==> src/rtl/dm_arbiter.sv <==
// Two-port round-robin arbiter in front of a single-port data memory.
// Word reads/writes take one memory cycle; byte stores are read-modify-write.
module dm_arbiter #(
    parameter int AW = 10,
    parameter int DW = 32
) (
    input  logic          clk,
    input  logic          rst,
    input  logic          m0_req,
    input  logic          m0_we,
    input  logic          m0_sb,
    input  logic [31:0]   m0_addr,
    input  logic [DW-1:0] m0_wdata,
    output logic          m0_ack,
    output logic [DW-1:0] m0_rdata,
    input  logic          m1_req,
    input  logic          m1_we,
    input  logic          m1_sb,
    input  logic [31:0]   m1_addr,
    input  logic [DW-1:0] m1_wdata,
    output logic          m1_ack,
    output logic [DW-1:0] m1_rdata,
    output logic [1:0]    grant,
    output logic          busy,
    output logic [AW-1:0] mem_addr,
    output logic          mem_we,
    output logic [DW-1:0] mem_wdata,
    input  logic [DW-1:0] mem_rdata
);
    localparam int LW = DW / 4;

    typedef enum logic [1:0] {IDLE, XFER, MERGE, DONE} state_t;

    state_t        state;
    logic          last;
    logic          win;
    logic          mem_we_r;
    logic          lat_we;
    logic          lat_sb;
    logic [AW+1:0] lat_addr;
    logic [DW-1:0] lat_wdata;
    logic [DW-1:0] merge_buf;

    logic          pick;
    logic          sel_we;
    logic          sel_sb;
    logic [AW+1:0] sel_addr;
    logic [DW-1:0] sel_wdata;
    logic          unused_addr_hi;

    function automatic logic [DW-1:0] merge_lane(input logic [DW-1:0] word,
                                                 input logic [1:0]    lane,
                                                 input logic [LW-1:0] val);
        logic [DW-1:0] r;
        r = word;
        r[int'(lane)*LW +: LW] = val;
        return r;
    endfunction

    // On a tie the requester that did not win last time gets the grant.
    always_comb begin
        pick      = (m0_req && m1_req) ? ~last : m1_req;
        sel_we    = pick ? m1_we : m0_we;
        sel_sb    = pick ? (m1_sb & m1_we) : (m0_sb & m0_we);
        sel_addr  = pick ? m1_addr[AW+1:0] : m0_addr[AW+1:0];
        sel_wdata = pick ? m1_wdata : m0_wdata;
    end

    assign unused_addr_hi = ^{m0_addr[31:AW+2], m1_addr[31:AW+2]};

    always_ff @(posedge clk) begin
        if (rst) begin
            state    <= IDLE;
            last     <= 1'b1;
            win      <= 1'b0;
            grant    <= 2'b00;
            busy     <= 1'b0;
            m0_ack   <= 1'b0;
            m1_ack   <= 1'b0;
            m0_rdata <= '0;
            m1_rdata <= '0;
            mem_we_r <= 1'b0;
        end else begin
            m0_ack   <= 1'b0;
            m1_ack   <= 1'b0;
            mem_we_r <= 1'b0;
            unique case (state)
                IDLE: begin
                    if (m0_req || m1_req) begin
                        win      <= pick;
                        grant    <= pick ? 2'b10 : 2'b01;
                        busy     <= 1'b1;
                        mem_we_r <= sel_we & ~sel_sb;
                        state    <= XFER;
                    end
                end
                XFER: begin
                    if (lat_sb) begin
                        mem_we_r <= 1'b1;
                        state    <= MERGE;
                    end else begin
                        if (!lat_we) begin
                            if (win) m1_rdata <= mem_rdata;
                            else     m0_rdata <= mem_rdata;
                        end
                        m0_ack <= ~win;
                        m1_ack <= win;
                        state  <= DONE;
                    end
                end
                MERGE: begin
                    m0_ack <= ~win;
                    m1_ack <= win;
                    state  <= DONE;
                end
                DONE: begin
                    last  <= win;
                    grant <= 2'b00;
                    busy  <= 1'b0;
                    state <= IDLE;
                end
                default: state <= IDLE;
            endcase
        end
    end

    // Transaction data is captured in IDLE and held for the whole access.
    always_ff @(posedge clk) begin
        if (state == IDLE) begin
            lat_we    <= sel_we;
            lat_sb    <= sel_sb;
            lat_addr  <= sel_addr;
            lat_wdata <= sel_wdata;
        end
        if (state == XFER) begin
            merge_buf <= mem_rdata;
        end
    end

    // Reset masks the strobe immediately so an interrupted byte store never lands.
    assign mem_addr  = lat_addr[AW+1:2];
    assign mem_we    = mem_we_r & ~rst;
    assign mem_wdata = (state == MERGE) ? merge_lane(merge_buf, lat_addr[1:0], lat_wdata[LW-1:0])
                                        : lat_wdata;

endmodule

==> config.mk <==
export PLATFORM = sky130hd
export DESIGN_NAME = dm_arbiter
export DESIGN_NICKNAME = d
export VERILOG_FILES = /design/src/rtl/dm_arbiter.sv
export SDC_FILE = /design/constraint.sdc
export NUM_CORES = 1
export LEC_CHECK = 0
export BUFFER_PORTS_ARGS = -buffer_cell sky130_fd_sc_hd__buf_2
export CORE_ASPECT_RATIO = 1.75
export CORE_UTILIZATION = 47
export DETAILED_ROUTE_END_ITERATION = 6
export PLACE_DENSITY = 0.79
export SLEW_MARGIN = 20
export SYNTH_ARGS = -nofsm -noshare
export SYNTH_HDL_FRONTEND = slang
export SYNTH_SLANG_ARGS = --single-unit
==> constraint.sdc <==
create_clock -name clk -period 3.15 [get_ports clk]
set_input_delay 0.1575 -clock clk [delete_from_list [all_inputs] [get_ports clk]]
set_output_delay 0.1575 -clock clk [all_outputs]
set_load 0.1 [all_outputs]
==> run_results.csv <==
group,metric,value,unit
final_layout,area_delta_synth_final,36.07,%
yosys,ys_types,38,
sta,finalSetupViolations,0,
setup_path,critical_path.max_fanout,7,
yosys,syn-instance-count,590,
min_path,hp-class,"in2reg",
yosys,synthMuxAreaShare,8.261,%
floorplanning,core_region_area,13310,sq um
setup_path,start_kind,"flip-flop",
sta,post-route-min-period,2.854,ns
power,power.share.clock,19.1,%
grt,grt_pass1_vias,5334,
grt,grt_pass1_wl,27.37,mm
clocking,cts_setup_buffers,0,
final_layout,finalNetCount,1018,
sta,drv_slew,0,
final_layout,diodes,0,
yosys,yosys.area.top_type,"edfxtp_1",
route,drtIter0Drc,295,
floorplanning,pin_count,280,
yosys,synth_top_family_by_area,"simple AND/OR/NAND/NOR gates",
yosys,synthTopCellsByArea,"edfxtp_1, dfxtp_1, mux2_2, nand2_1, a21oi_1",
sta,worst_clock_skew,0.008971,ns
power,sw_frac_of_total,52.46,%
setup_path,crit_arrival,2.70,ns
route,drt-total-wl,17.62,mm
grt,grt_start_max_net_pins,65,
yosys,synth_simple_gate_area_share,13.27,%
grt,grt_util_all_layers,25.11,%
floorplanning,initial_utilization,47.89,%
setup_path,slowest_stage,"edfxtp_1",
power,leakage,3.617,nW
clocking,cts_tree,"done",
floorplanning,die-area,14050,sq um
setup_path,max_stage_delay,0.47,ns
sta,max_freq,350.4,MHz
setup_path,worstPathCellList,"inv_1 -> ha_1 -> nor3b_1 -> a32oi_1 -> a21oi_1 -> buf_2",
placed_design,dp_cells,966,
power,p_int,5.102,mW
floorplanning,die_w,90.05,um
floorplanning,rows,56,
route,wire_per_inst,17.14,um
route,via_per_inst,5.324,
sta,tns,0,ns
yosys,ys_ff_latch,152,
clocking,cts_buffer_depth,2,
placed_design,dpl.hpwl,12.38,mm
yosys,synth_common_cells,"nand2_1, a21oi_1, edfxtp_1",
yosys,synth_flop_cell,"edfxtp_1",
clocking,clk_latency,0.41,ns
route,vias,5473,
yosys,syn_area,6376,sq um
clocking,cts.clk_slew.worst_paths,0.06,ns
yosys,synth_xor_area_share,0,%
setup_path,cp-end-kind,"primary output",
final_layout,stdcell_count,1028,
placed_design,placed_area,7760,sq um
setup_path,worst_ep_required_time,2.99,ns
clocking,htreeDepth,4,
yosys,synth_top_area_share,36.73,%
sta,max_slew_margin,51.49,%
power,p_per_area,1237,nW/um^2
route,post-route-drc-count,0,
yosys,synth_warnings,0,
sta,fin_crit_sh,90.61,%
power,peakVddDrop,0.5625,mV
yosys,synth-edff-count,78,
yosys,ys_seq_area_share,59.97,%
power,switchingPower,5.629,mW
route,ant_nets,0,
clocking,cts_buffers,17,
placed_design,port-buffer-count,239,
yosys,synthMostInstantiatedCell,"nand2_1",
sta,rsz0062_at_grt,"no",
grt,antenna_found_initial,0,
grt,gr-total-overflow,0,
yosys,synthArstFlopShare,0,%
outcome,status,"finished, final reports clean",
power,comb_power_share,52.6,%
placed_design,gp_congestion,0.8462,
sta,hold_viol,0,
final_layout,drive_above_1_share,38.99,%
final_layout,finalInstanceArea,8676,sq um
sta,worstMarginPinSlew,0.7277,ns
yosys,synth_area_per_cell,10.81,sq um
clocking,cts_root_buffer,"clkbuf_16",
yosys,synth-compound-area-share,12.17,%
route,dr.pass1.iters,4,
yosys,syn_nets,767,
floorplanning,die_h,156.1,um
setup_path,crit_type,"reg2out",
power,p_seq_share,28.3,%
job,maxCapViolCount,0,
yosys,synth-adder-area-share,1.766,%
clocking,clock_sinks,152,
sequential cells by signal, indices dropped and copies added, names as in the netlist:
register   flops
busy           1
grant          2
last           1
lat_addr      12
lat_sb         1
lat_wdata     32
lat_we         1
m0_ack         1
m0_rdata      32
m1_ack         1
m1_rdata      32
mem_we_r       1
merge_buf     32
state          2
win            1
worst paths after layout:
path	start	end	slack, ns	cells after the start
setup / recovery	lat_addr[0]$_DFFE_PP_	mem_wdata[27]	0.30	6
hold / removal	mem_rdata[9]	merge_buf[9]$_DFFE_PP_	0.01	1
setup reg to reg	state[1]$_SDFFE_PP0P_	m0_rdata[26]$_SDFFE_PP0P_	0.87	5
hold reg to reg	m0_rdata[3]$_SDFFE_PP0P_	m0_rdata[3]$_SDFFE_PP0P_	0.45	2
area by class of cell:
cell class	instances	area, sq um
Fill cell	1053	4637
Sequential cell	152	3824
Multi-Input combinational cell	382	2303
Timing Repair Buffer	278	1684
Clock buffer	21	503.0
Tap cell	174	217.7
Clock inverter	11	106.4
Inverter	10	37.54
worst max-delay path: cells and delay by family, from the launching register on:
family          cells  cell delay (ns)
compound gates      2             0.43
fa+ha+maj           1             0.38
buf+inv             2             0.59
flops               1             0.47
simple gates        1             0.42
metrics by stage:
stage | hold slack [ns] | utilization, % | setup slack (ns) | power (mW)
after floorplan | 0.2564 | - | 0.02033 | 7.495
after global placement | 0.3717 | 58.29 | 0.7012 | 8.604
after detailed placement | 0.3768 | 58.29 | 0.6412 | 8.663
after CTS | 0.01091 | 65.12 | 0.2053 | 10.74
after global routing | 0.004999 | 65.17 | 0.07898 | 11.11
final | 0.01481 | 65.17 | 0.2958 | 10.73
repair_timing:
| action | 4_1_cts | 5_1_grt |
|---|---|---|
| endpoints found under the hold margin | 30 | 0 |
| hold buffers | 30 | 0 |
| gates resized for setup | 0 | 1 |
| setup endpoints to repair | 0 | 3 |
metal layers:
layer	GRT usage [%]	up-vias	share of wire, %
met5	0	-	0
met4	11.83	0	3.3
met3	5.068	46	5.5
met2	45.80	248	53
met1	27.79	2593	38
li1	-	2586	-
power groups by stage:
stage | sequential [mW] | clock, mW | combinational, mW
3_3_place_gp | 3.04 | 0 | 5.56
6_report | 3.03 | 2.05 | 5.64
3_5_place_dp | 3.06 | 0 | 5.60
2_1_floorplan | 3.55 | 0 | 3.94
5_1_grt | 3.08 | 2.16 | 5.88
4_1_cts | 3.03 | 2.07 | 5.65
layout by cell type, fill, tap and decap left out, types with 2 or more instances in the layout:
cell type	n
inv_1	10
buf_12	8
dfxtp_1	74
a221oi_1	8
a22o_1	8
clkinv_4	3
a21oi_1	89
clkbuf_16	19
clkbuf_8	2
nand2_1	134
dlygate4sd3_1	30
nor3b_1	3
clkinv_2	3
nor2b_1	7
ha_2	2
nand4_1	4
mux2i_1	2
buf_2	231
o21ai_0	3
mux2_2	45
edfxtp_1	78
inv_6	4
a32oi_1	12
buf_4	9
or3_1	2
ha_1	7
nor2_1	39
cell families after synthesis:
group	after synthesis
compound gates	128
fa+ha+maj	9
buf+inv	56
mux	47
flops	152
simple gates	198
Note: power is estimated with default switching activity, not from simulation.
